[src/rtl/note_player_if.sv]
// Control/status bundle for note_player: playback handshake, notes-table lookup and audio outputs.
interface note_player_if #(
  parameter int BW = 16
);
  logic          start_i;
  logic          stop_i;
  logic [BW-1:0] divider_value_i;
  logic [5:0]    note_index_o;
  logic          tone_o;
  logic          busy_o;
  logic          done_o;

  modport master (
    output start_i, stop_i, divider_value_i,
    input  note_index_o, tone_o, busy_o, done_o
  );

  modport slave (
    input  start_i, stop_i, divider_value_i,
    output note_index_o, tone_o, busy_o, done_o
  );
endinterface

[src/rtl/note_player.sv]
// Plays a 64-slot melody as a square wave; each slot is NOTE_TICKS cycles ending in GAP_TICKS of silence.
// Define NOTE_PLAYER_LOOP_EN to wrap back to slot 0 endlessly instead of stopping after slot 63.
module note_player #(
  parameter int BW         = 16,
  parameter int TICK_BW    = 24,
  parameter int NOTE_TICKS = 1500000,
  parameter int GAP_TICKS  = 120000
) (
  input logic         clk_i,
  input logic         rst_i,
  note_player_if.slave np
);

  typedef enum logic {S_IDLE, S_PLAY} state_t;

  localparam logic [TICK_BW-1:0] TICK_LAST = TICK_BW'(NOTE_TICKS - 1);
  localparam logic [TICK_BW-1:0] TONE_END  = TICK_BW'(NOTE_TICKS - GAP_TICKS);

  state_t             state_q, state_d;
  logic [5:0]         note_q, note_d;
  logic [TICK_BW-1:0] tick_q, tick_d;
  logic [BW-1:0]      cnt_q, cnt_d;
  logic               tone_q, tone_d;
  logic               busy_q, busy_d;
  logic               done_q, done_d;

  always_comb begin
    state_d = state_q;
    note_d  = note_q;
    tick_d  = tick_q;
    cnt_d   = cnt_q;
    tone_d  = tone_q;
    busy_d  = busy_q;
    done_d  = 1'b0;
    case (state_q)
      S_IDLE: begin
        note_d = '0;
        tick_d = '0;
        cnt_d  = '0;
        tone_d = 1'b0;
        busy_d = 1'b0;
        if (np.start_i && !np.stop_i) begin
          state_d = S_PLAY;
          busy_d  = 1'b1;
        end
      end
      S_PLAY: begin
        if (np.stop_i) begin
          state_d = S_IDLE;
          busy_d  = 1'b0;
          note_d  = '0;
          tick_d  = '0;
          cnt_d   = '0;
          tone_d  = 1'b0;
        end else if (tick_q == TICK_LAST) begin
          tick_d = '0;
          cnt_d  = '0;
          tone_d = 1'b0;
          if (note_q == 6'd63) begin
            note_d = '0;
            done_d = 1'b1;
`ifndef NOTE_PLAYER_LOOP_EN
            state_d = S_IDLE;
            busy_d  = 1'b0;
`endif
          end else begin
            note_d = note_q + 6'd1;
          end
        end else begin
          tick_d = tick_q + TICK_BW'(1);
          // Gate on the tick the registered tone will be visible in, so silence lines up with the gap.
          if (np.divider_value_i != '0 && tick_d < TONE_END) begin
            if (cnt_q == np.divider_value_i - BW'(1)) begin
              tone_d = ~tone_q;
              cnt_d  = '0;
            end else begin
              cnt_d = cnt_q + BW'(1);
            end
          end else begin
            tone_d = 1'b0;
            cnt_d  = '0;
          end
        end
      end
      default: begin
        state_d = S_IDLE;
        busy_d  = 1'b0;
      end
    endcase
  end

  always_ff @(posedge clk_i or posedge rst_i) begin
    if (rst_i) begin
      state_q <= S_IDLE;
      note_q  <= '0;
      tick_q  <= '0;
      cnt_q   <= '0;
      tone_q  <= 1'b0;
      busy_q  <= 1'b0;
      done_q  <= 1'b0;
    end else begin
      state_q <= state_d;
      note_q  <= note_d;
      tick_q  <= tick_d;
      cnt_q   <= cnt_d;
      tone_q  <= tone_d;
      busy_q  <= busy_d;
      done_q  <= done_d;
    end
  end

  assign np.note_index_o = note_q;
  assign np.tone_o       = tone_q;
  assign np.busy_o       = busy_q;
  assign np.done_o       = done_q;

endmodule

[src/flat_wrapper.sv]
// flat-port wrapper written by rule: the top's interface ports become plain ports
module note_player_flat 
#(
  parameter int BW         = 16,
  parameter int TICK_BW    = 24,
  parameter int NOTE_TICKS = 1500000,
  parameter int GAP_TICKS  = 120000
)
  (clk_i, rst_i, np_start_i, np_stop_i, np_divider_value_i, np_note_index_o, np_tone_o, np_busy_o, np_done_o);
  note_player_if #(.BW(BW)) np_i ();
  input logic clk_i;
  input logic rst_i;
  input wire logic [$bits(np_i.start_i)-1:0] np_start_i;
  input wire logic [$bits(np_i.stop_i)-1:0] np_stop_i;
  input wire logic [$bits(np_i.divider_value_i)-1:0] np_divider_value_i;
  output wire logic [$bits(np_i.note_index_o)-1:0] np_note_index_o;
  output wire logic [$bits(np_i.tone_o)-1:0] np_tone_o;
  output wire logic [$bits(np_i.busy_o)-1:0] np_busy_o;
  output wire logic [$bits(np_i.done_o)-1:0] np_done_o;
  assign np_i.start_i = np_start_i;
  assign np_i.stop_i = np_stop_i;
  assign np_i.divider_value_i = np_divider_value_i;
  assign np_note_index_o = np_i.note_index_o;
  assign np_tone_o = np_i.tone_o;
  assign np_busy_o = np_i.busy_o;
  assign np_done_o = np_i.done_o;
  note_player #(.BW(BW), .TICK_BW(TICK_BW), .NOTE_TICKS(NOTE_TICKS), .GAP_TICKS(GAP_TICKS)) u_core (.clk_i(clk_i), .rst_i(rst_i), .np(np_i));
endmodule
[config.mk]
export PLATFORM = sky130hd
export DESIGN_NAME = note_player_flat
export DESIGN_NICKNAME = d
export VERILOG_FILES = /design/src/rtl/note_player_if.sv /design/src/rtl/note_player.sv /design/src/flat_wrapper.sv
export SDC_FILE = /design/constraint.sdc
export NUM_CORES = 1
export LEC_CHECK = 0
export CAP_MARGIN = 20
export CORE_MARGIN = 2
export CORE_UTILIZATION = 33
export DETAILED_ROUTE_END_ITERATION = 8
export GPL_TIMING_DRIVEN = 0
export SLEW_MARGIN = 25
export SYNTH_ARGS = -nofsm -noshare
export SYNTH_HDL_FRONTEND = slang
export SYNTH_SLANG_ARGS = --single-unit
[constraint.sdc]
create_clock -name clk_i -period 2.5 [get_ports clk_i]
set_input_delay 0.5 -clock clk_i [delete_from_list [all_inputs] [get_ports clk_i]]
set_output_delay 0.5 -clock clk_i [all_outputs]
set_load 0.1 [all_outputs]
==> results of run 1 <==
==> cell usage in the layout (no fill, tap or decap), types with 4 or more instances in the layout <==
cell             Yosys  routed
nand2b_1             4       4
inv_1               13      10
clkbuf_8             0       5
o21ai_0              9       7
or4_4                0       4
or3_1               12       9
xnor2_1             30      28
nand2_1             22      21
clkdlybuf4s50_1      0      15
a21oi_1             10      10
and4_1               8       5
nor3_2               1      13
clkbuf_1            16       8
buf_6                0       6
xor2_1              25      25
dfrtp_2              0       7
and3_1              10       9
nor4_1              11      11
nor3_1              33      19
dfrtp_1             50      43
nand3_1             29      26
nor2_1              37      37
nand4_1             13      13
dlygate4sd2_1        0       4
buf_4                1      18
==> sequential cells by signal, summed over array words and instances (netlist names) <==
| name | flops |
|---|---|
| u_core.tick_q | 24 |
| u_core.cnt_q | 16 |
| u_core.np.note_index_o | 6 |
| u_core.np.busy_o | 1 |
| u_core.np.done_o | 1 |
| u_core.np.tone_o | 1 |
| u_core.state_q | 1 |
==> power groups by stage <==
stage	logic, mW	registers (mW)	clock network, mW
after detailed placement	0.151	0.835	0
final	0.172	0.819	0.475
after floorplan	0.0810	0.841	0
after CTS	0.157	0.819	0.490
after global routing	0.189	0.820	0.526
after global placement	0.148	0.834	0
==> what timing repair did <==
action | CTS | global route
setup endpoints to repair | 41 | 18
cloned | 1 | 0
resized for setup | 72 | 31
pin swaps | 19 | 17
setup buffers | 10 | 12
==> layer usage <==
layer  GRT usage  up-vias
met5           0        -
met4     0.05143        0
met3     0.02474       16
met2      0.2636       61
met1      0.1963     1516
li1            -     1524
==> worst max path at each step <==
stage	to	startpoint	slack, ns	cells past startpoint
floorplan	u_core.cnt_q[0]	np_divider_value_i[1]	-0.11	8
global placement	u_core.cnt_q[12]	np_divider_value_i[0]	-1.10	10
detailed placement	u_core.cnt_q[9]	np_divider_value_i[0]	-1.14	10
CTS	u_core.cnt_q[10]	np_divider_value_i[0]	0.002	9
global route	u_core.np.tone_o	np_divider_value_i[3]	-0.04	11
finish	u_core.np.tone_o	np_divider_value_i[3]	0.006	11
==> per-stage QoR <==
step                      setup TNS (ns)  total power, mW
after CTS                              0            1.466
after floorplan                   -1.189           0.9224
final                                  0            1.465
after global routing             -0.1668            1.535
after global placement            -31.82           0.9825
after detailed placement          -23.18           0.9858
==> kinds of logic after synthesis <==
logic type	after synthesis
and+or+nand+nor	197
xor gates and xnor gates	55
AOI/OAI and AO/OA	51
DFF	50
buffers and inverters	35
adders and majority gates	4
muxes	3
==> area by class of cell <==
| class | count | share of cell area |
|---|---|---|
| Clock buffer | 5 | 0.01580 |
| Sequential cell | 50 | 0.2892 |
| Tap cell | 133 | 0.03820 |
| Timing Repair Buffer | 48 | 0.1071 |
| Inverter | 13 | 0.01177 |
| Multi-Input combinational cell | 310 | 0.5164 |
| Clock inverter | 3 | 0.004882 |
| Buffer | 13 | 0.01666 |
==> worst reg2reg max path: stages (launching register included) <==
cell,delay (ns)
dfrtp_1,0.35
buf_4,0.18
and4_4,0.25
nand4_1,0.20
buf_4,0.22
or3_1,0.37
o2111ai_2,0.10
a211o_1,0.18
nand3_4,0.10
buf_4,0.18
nor3_1,0.18
==> metrics.cfg, run 1 <==
[clocking]
htreeDepth=2
tritoncts=done
cts_buffers=5
clockBufferDepth=2
cts_root_buf=clkbuf_8
cts_hold_buf=0
cts.sinks=50
clkLatencyLatePin_ns=0.31
cts.reportedPaths.clkPinSlew_ns=0.10

[route]
wl_um=8380
post-route-drc-count=0
drt_first_pass_iters=4
highest_layer=met4
wl_met1_um=3824
postRouteAntennaNets=0
avgRoutedWirePerCell_um=14.57
viasPerCell=5.421
wl_met3_um=278
wl_met2_um=4100
drt_iter0_markers=108
dr_total_vias=3117

[critical_path]
path_cells=buf_8 > or4_4 > buf_12 > or4_4 > xnor2_2 > o2111ai_2 > nor4_4 > buf_6 > buf_6 > xnor2_2 > nor2_1
startpoint_type=input port
r2r_start=u_core.tick_q[5]
crit_fanout=5
cp_top_family=simple AND/OR/NAND/NOR gates
regToRegEndpoint=u_core.cnt_q[4]
arrival_ns=2.70
crit_buf_inv=4
ff2ff_setup_slack_ns=0.11
slowest_stage=or4_4
path_class=in2reg
worstRegToRegCells=10
cp.required_ns=2.70
slowest_delay_ns=0.58
cp-end-kind=flip-flop

[synthesis]
synth_fa_ha_area_frac=0.01480
ys_async_sr_fraction=1.000
synth_top_area_share=0.3701
ys_warn_count=0
syn-cell-area_um2=3381
synth-simple-area-share=0.3150
synth_top_family_by_area=simple AND/OR/NAND/NOR gates
synth.distinct_cells=52
synth-compound-area-share=0.1070
syn_inst=395
synth_edf_count=0
synth-xor-area-share=0.1425
ys_seq_elements=50
yosysMostFrequentCell=dfrtp_1
ys_seq_area_frac=0.3701
avgSynthCellArea_um2=8.559
muxShareOfSynthArea=0.009252
yosys-top-cells-count=dfrtp_1 (50), nor2_1 (37), nor3_1 (33)
yosysTopAreaCell=dfrtp_1
synth_area_leaders=dfrtp_1 (37%), xnor2_1 (7.8%), xor2_1 (6.5%)
synthFlopType=dfrtp_1
syn_nets=419

[floorplan]
initial_core_util=0.3427
dieArea_um2=11070
core_um2=9864
io_pins=29
die_y_um=105.2
die_w_um=105.2
fp-row-count=36

[worst_hold_path]
min-delay-start=u_core.tick_q[0]
hold_depth=1
hold_class=reg2reg
min_delay_worst_endpoint=u_core.tick_q[0]

[sta]
worstMarginPinSlew_ns=0.9690
max_freq_mhz=401.0
min_period_ns=2.494
slew_violations=0
post-route-period-util=0.9975
hold_ws_ns=0.5119
fin_ws_ns=0.006237
setup_viol=0
rsz0062_at_grt=yes
finalHoldViolations=0
fin_skew_ns=0.01167
slew_headroom=0.3520

[global_route]
grt_pass1_wl_um=14090
antenna_found_initial=0
grt_max_degree=51
globalRouteOverflowTotal=0
grt_pass1_vias=2962
grtUsageTotal=0.1537

[layout]
fin_area_um2=4357
fill_cells=947
num_antenna_cells=0
layout.nets=465
utilization=0.4417
layoutNonFillerInstCount=575
multiInputGateArea_um2=2250
ff_latch_area_um2=1260
area_delta_synth_final_pct=28.87
drive_gt1_frac=0.2217

[pwr]
p_int_mw=1.082
p_sw_mw=0.3829
comb_power_share=0.117
ir_worst_vdd_mv=0.2066
p_leak_nw=1.542
clkPwrFrac=0.324
p_sw_frac=0.2613
powerDensity_nw_per_um2=336.3
power_frac_seq=0.559

[place]
dpl.hpwl_um=5862
placed_area_um2=3880
dp_slack_ns=-1.141
io_buffers=26
dp_cells=554
place_congestion=0.8758

[outcome]
status=finished, final reports clean

[job]
cap_violations=0

No activity file was read; power rests on OpenSTA's default activity.
==> run 2, diff against run 1 <==
- MAX_ROUTING_LAYER: unset -> met4
- PLACE_DENSITY: unset -> 0.49
==> metrics.cfg, run 2 (same netlist as run 1, synthesis figures left out) <==
[outcome]
status=finished, final reports clean

[pwr]
fin_total_pwr_mw=1.567  ; +7.0%
ir_worst_vdd_mv=0.1824  ; -12%
comb_power_share=0.110  ; -0.007
powerDensity_nw_per_um2=363.3  ; +8.0%
p_leak_nw=1.553  ; +0.69%
p_int_mw=1.181  ; +9.2%
power_frac_seq=0.522  ; -0.037
clkPwrFrac=0.367  ; +0.043
p_sw_mw=0.3858  ; +0.74%
p_sw_frac=0.2462  ; -0.01519

[layout]
layout_commonest_cell=dfrtp_1
layout.nets=463  ; -0.43%
mostFrequentLayoutCells=dfrtp_1 (43), nor2_1 (37), xnor2_1 (29), nand3_1 (26), xor2_1 (25)
num_antenna_cells=0  ; unchanged
largest_reg_flops=24  ; unchanged
fill_cells=1014  ; +7.1%
regMostFlops=u_core.tick_q
area_delta_synth_final_pct=27.61
drive_gt1_frac=0.2068  ; -0.01490

[route]
drt_first_pass_iters=4  ; unchanged
wl_um=8795  ; +5.0%
avgRoutedWirePerCell_um=15.35  ; +5.3%
drt_iter0_markers=160  ; +48%
postRouteAntennaNets=0  ; unchanged
dr_total_vias=3105  ; -0.38%
viasPerCell=5.419  ; about the same
post-route-drc-count=0  ; unchanged

[floorplan]
dieArea_um2=11070  ; unchanged
die_y_um=105.2  ; unchanged
fp-row-count=36  ; unchanged
die_w_um=105.2  ; unchanged
core_um2=9864  ; unchanged
io_pins=29  ; unchanged
initial_core_util=0.3427  ; unchanged

[critical_path]
slowest_delay_ns=0.58  ; about the same
cp-end-kind=flip-flop
slowest_stage=or4_4
crit_buf_inv=4  ; unchanged
crit_fanout=5  ; unchanged
arrival_ns=2.72  ; +0.02 ns
path_class=in2reg
cp.required_ns=2.72  ; +0.02 ns
path_cells=buf_8 > or4_4 > buf_12 > or4_1 > a32oi_1 > o21a_1 > nor4_4 > buf_4 > buf_6 > nor3_1
startpoint_type=input port
cp_top_family=simple AND/OR/NAND/NOR gates

[global_route]
antenna_found_initial=0  ; unchanged
grt_pass1_vias=2937  ; -0.84%
grt_max_degree=51  ; unchanged
grt_pass1_wl_um=14550  ; +3.3%
globalRouteOverflowTotal=0  ; unchanged
grtUsageTotal=0.1632  ; +0.009540

[place]
dpl.hpwl_um=6105  ; +4.1%
place_congestion=0.8184  ; -6.6%
dp_slack_ns=-1.132  ; +0.008400 ns
io_buffers=26  ; unchanged

[sta]
slew_headroom=0.3519  ; about the same
rsz0062_at_grt=yes
post-route-period-util=0.9971  ; about the same
min_period_ns=2.493  ; -0.0009894 ns
fin_ws_ns=0.007226  ; +0.0009894 ns
finalHoldViolations=0  ; unchanged
slew_violations=0  ; unchanged
setup_viol=0  ; unchanged
worstMarginPinSlew_ns=0.9691  ; +0.0001104 ns
max_freq_mhz=401.2  ; about the same
fin_skew_ns=0.004764  ; -0.006902 ns

[clocking]
cts.sinks=50  ; unchanged
cts_hold_buf=0  ; unchanged
htreeDepth=2  ; unchanged
clkLatencyLatePin_ns=0.31  ; about the same
tritoncts=done
cts.reportedPaths.clkPinSlew_ns=0.09  ; about the same
clockBufferDepth=2  ; unchanged
cts_root_buf=clkbuf_8
cts_buffers=5  ; unchanged

[job]
cap_violations=0  ; unchanged

[worst_hold_path]
hold_class=reg2reg

## run 2: path summary, 6_finish.rpt
check / startpoint / endpoint / slack (ns) / depth (start not counted)
setup reg to reg: u_core.tick_q[8] / u_core.cnt_q[12] / 0.08 / 10
min in group asynchronous: rst_i / u_core.np.tone_o / 0.64 / 2
max in group asynchronous: rst_i / u_core.tick_q[12] / 1.40 / 2
hold reg to reg: u_core.np.tone_o / u_core.np.tone_o / 0.55 / 2
hold / removal: u_core.np.tone_o / u_core.np.tone_o / 0.55 / 2
setup / recovery: np_divider_value_i[0] / u_core.cnt_q[12] / 0.007 / 10
## run 2: layout make-up
type,instances,area (µm²),area share
plain buffers,14,83.83,0.01943
well taps,133,166.4,0.03857
clock buffers,5,68.82,0.01595
clock inverters,3,40.04,0.009281
repair buffers,45,421.7,0.09774
multi-input cells,310,2222,0.5151
inverters,13,51.30,0.01189
flip-flops and latches,50,1260,0.2921
## run 2: power by group through the flow
stage	registers (mW)	clock network [mW]	logic (mW)
after detailed placement	0.834	0	0.153
after global placement	0.835	0	0.152
final	0.819	0.575	0.173
after floorplan	0.841	0	0.0810
after CTS	0.819	0.596	0.156
after global routing	0.820	0.621	0.189
## run 2: worst min-delay path, cell delays in order (launching register included)
cell,delay [ns]
dfrtp_1,0.37
xnor2_1,0.12
nor2_1,0.04
## run 2: what timing repair did
item                       CTS  global route
pin swaps                   10             7
gates cloned                 0             1
setup endpoints to repair   41            18
buffers inserted             4            14
hold endpoints to repair     0             0
gates resized for setup     53            32
## run 2: routing by layer
| layer | global-route usage | wire (µm) | vias to the layer above | share of wire |
|---|---|---|---|---|
| met5 | - | 0 | - | 0 |
| met4 | 0.04952 | 138 | 0 | 0.016 |
| met3 | 0.02041 | 280 | 15 | 0.032 |
| met2 | 0.2714 | 4273 | 68 | 0.49 |
| met1 | 0.2080 | 4103 | 1506 | 0.47 |
| li1 | - | - | 1516 | - |
## run 2: per-stage QoR
step	hold WS [ns]	TNS, ns	cell area, µm²	std cells	util
detailed placement	0.5243	-24.05	3880	554	0.3933
global route	0.5652	-0.9712	4314	573	0.4373
global placement	0.5071	-36.54	3877	554	0.3931
finish	0.5466	0	4314	573	0.4373
CTS	0.5283	-0.08477	4075	559	0.4131
floorplan	0.4868	-1.189	3451	395	-
==> run 3, diff against run 2 <==
- HOLD_SLACK_MARGIN: unset -> 0.02
==> results of run 3 <==
Final layout, timing and power as in run 2 (identical DEF).
==> patch (settings of run 3) <==
The option `NOTE_PLAYER_LOOP_EN` is turned on by a define.
--- a/src/rtl/note_player.sv
+++ b/src/rtl/note_player.sv
@@ -1,5 +1,7 @@
 // Plays a 64-slot melody as a square wave; each slot is NOTE_TICKS cycles ending in GAP_TICKS of silence.
 // Define NOTE_PLAYER_LOOP_EN to wrap back to slot 0 endlessly instead of stopping after slot 63.
+`define NOTE_PLAYER_LOOP_EN
+
 module note_player #(
   parameter int BW         = 16,
   parameter int TICK_BW    = 24,
Check against the original RTL: same outputs for any inputs over 10 cycles, from zero or initial values and one cycle with rst_i high; that may be too few to reach the edited logic, so the function may still have changed.
==> patch against run 3 <==
Sequential cell count unchanged. Synthesized area up 0.67%. Final area up 3.4%. Register-to-register slack worse by 0.03 ns. Total power up 0.21%. Global-route usage up 0.42 points. Synthesized cell count up 2.3%. Wire length up 1.4%. Worst setup slack better by 0.045 ns.
==> patch: results (changes against run 3) <==
outcome=complete, no violations; Max-slew headroom=0.347 (-0.00489); pre-CTS setup slack=-0.947 ns (+0.185 ns); top post-synthesis cells by area=dfrtp_1 37%, xnor2_1 8.2%, xor2_1 6.4%; Inst Count DP=567 (+2.3%); Detail Route met3 WL=289 µm (+3.2%); HPWL Detailed=6100 µm (-0.10%); Sw Pwr=0.377 mW (-2.3%); PortBufs=27 (+3.8%); vias in the first global route=3121 (+6.3%); Placed Area=3880 µm² (+0.13%); WL/cell=14.8 µm (-3.5%); Synth cell types=51 (-1.9%); vias per cell=5.20 (-4.0%); Setup WS post-layout=0.0525 ns (+0.0453 ns); Max VDD drop=198 µV (+8.8%); worst r2r src=u_core.tick_q[9]; 1st-iter DRT viols=140 (-13%); met2 wire length=4400 µm (+3.0%); syn nets=428 (+2.1%); layout cells sized above 1=0.230 (+0.0228); static leakage=1.77 nW (+14%); Nets=490 (+5.8%); GR Util met1=0.206 (-0.00171); M3 GR Usage=0.0216 (+0.00124); clk_skew=0.00794 ns (+0.00318 ns); gpl congestion=0.853 (+4.3%); first-pass GRT wire length=14900 µm (+2.7%)
## patch: cell families (layout without fill, tap and decap cells)
logic type      Yosys count  after routing  share of synthesized area
buf+inv                  33             94                     0.0415
mux                       7              7                     0.0210
simple gates            214            215                      0.326
compound gates           39             39                     0.0820
fa+ha+maj                 4              4                     0.0147
xor+xnor                 57             57                      0.147
flops                    50             50                      0.368
## patch: layout make-up
class | instances | area [µm²]
repair buffers | 57 | 480
clock buffers | 6 | 82.6
well taps | 136 | 170
clock inverters | 1 | 30.0
flip-flops and latches | 50 | 1260
fillers | 1041 | 5730
plain buffers | 18 | 141
inverters | 12 | 47.5
multi-input cells | 322 | 2250
## patch: power groups by stage
stage          Sequential, mW  Clock (mW)  Combinational, mW
6_report                0.817       0.600              0.154
5_1_grt                 0.818       0.642              0.172
4_1_cts                 0.817       0.615              0.156
3_5_place_dp            0.834           0              0.147
3_3_place_gp            0.834           0              0.145
2_1_floorplan           0.840           0             0.0728
## patch: worst min path at each step
stage               cells past startpoint  slack [ns]        startpoint          endpoint
finish                                  2        0.56  u_core.tick_q[0]  u_core.tick_q[0]
global route                            2        0.58  u_core.tick_q[0]  u_core.tick_q[0]
CTS                                     2        0.56  u_core.tick_q[0]  u_core.tick_q[0]
detailed placement                      1        0.50  u_core.tick_q[0]  u_core.tick_q[0]
global placement                        1        0.49  u_core.tick_q[0]  u_core.tick_q[0]
floorplan                               1        0.47  u_core.tick_q[0]  u_core.tick_q[0]
## patch: worst min-delay path, stage by stage, from the launching register on
cell and delay (ns):
dfrtp_1 0.36, buf_4 0.12, nor2_1 0.04
## patch: what timing repair did
action                     in CTS  in global routing
setup endpoints to repair      19                 40
gates resized for setup        71                 31
hold endpoints to repair        0                  0
buffers inserted               21                  9
pin swaps                      17                 14
cloned                          2                  0
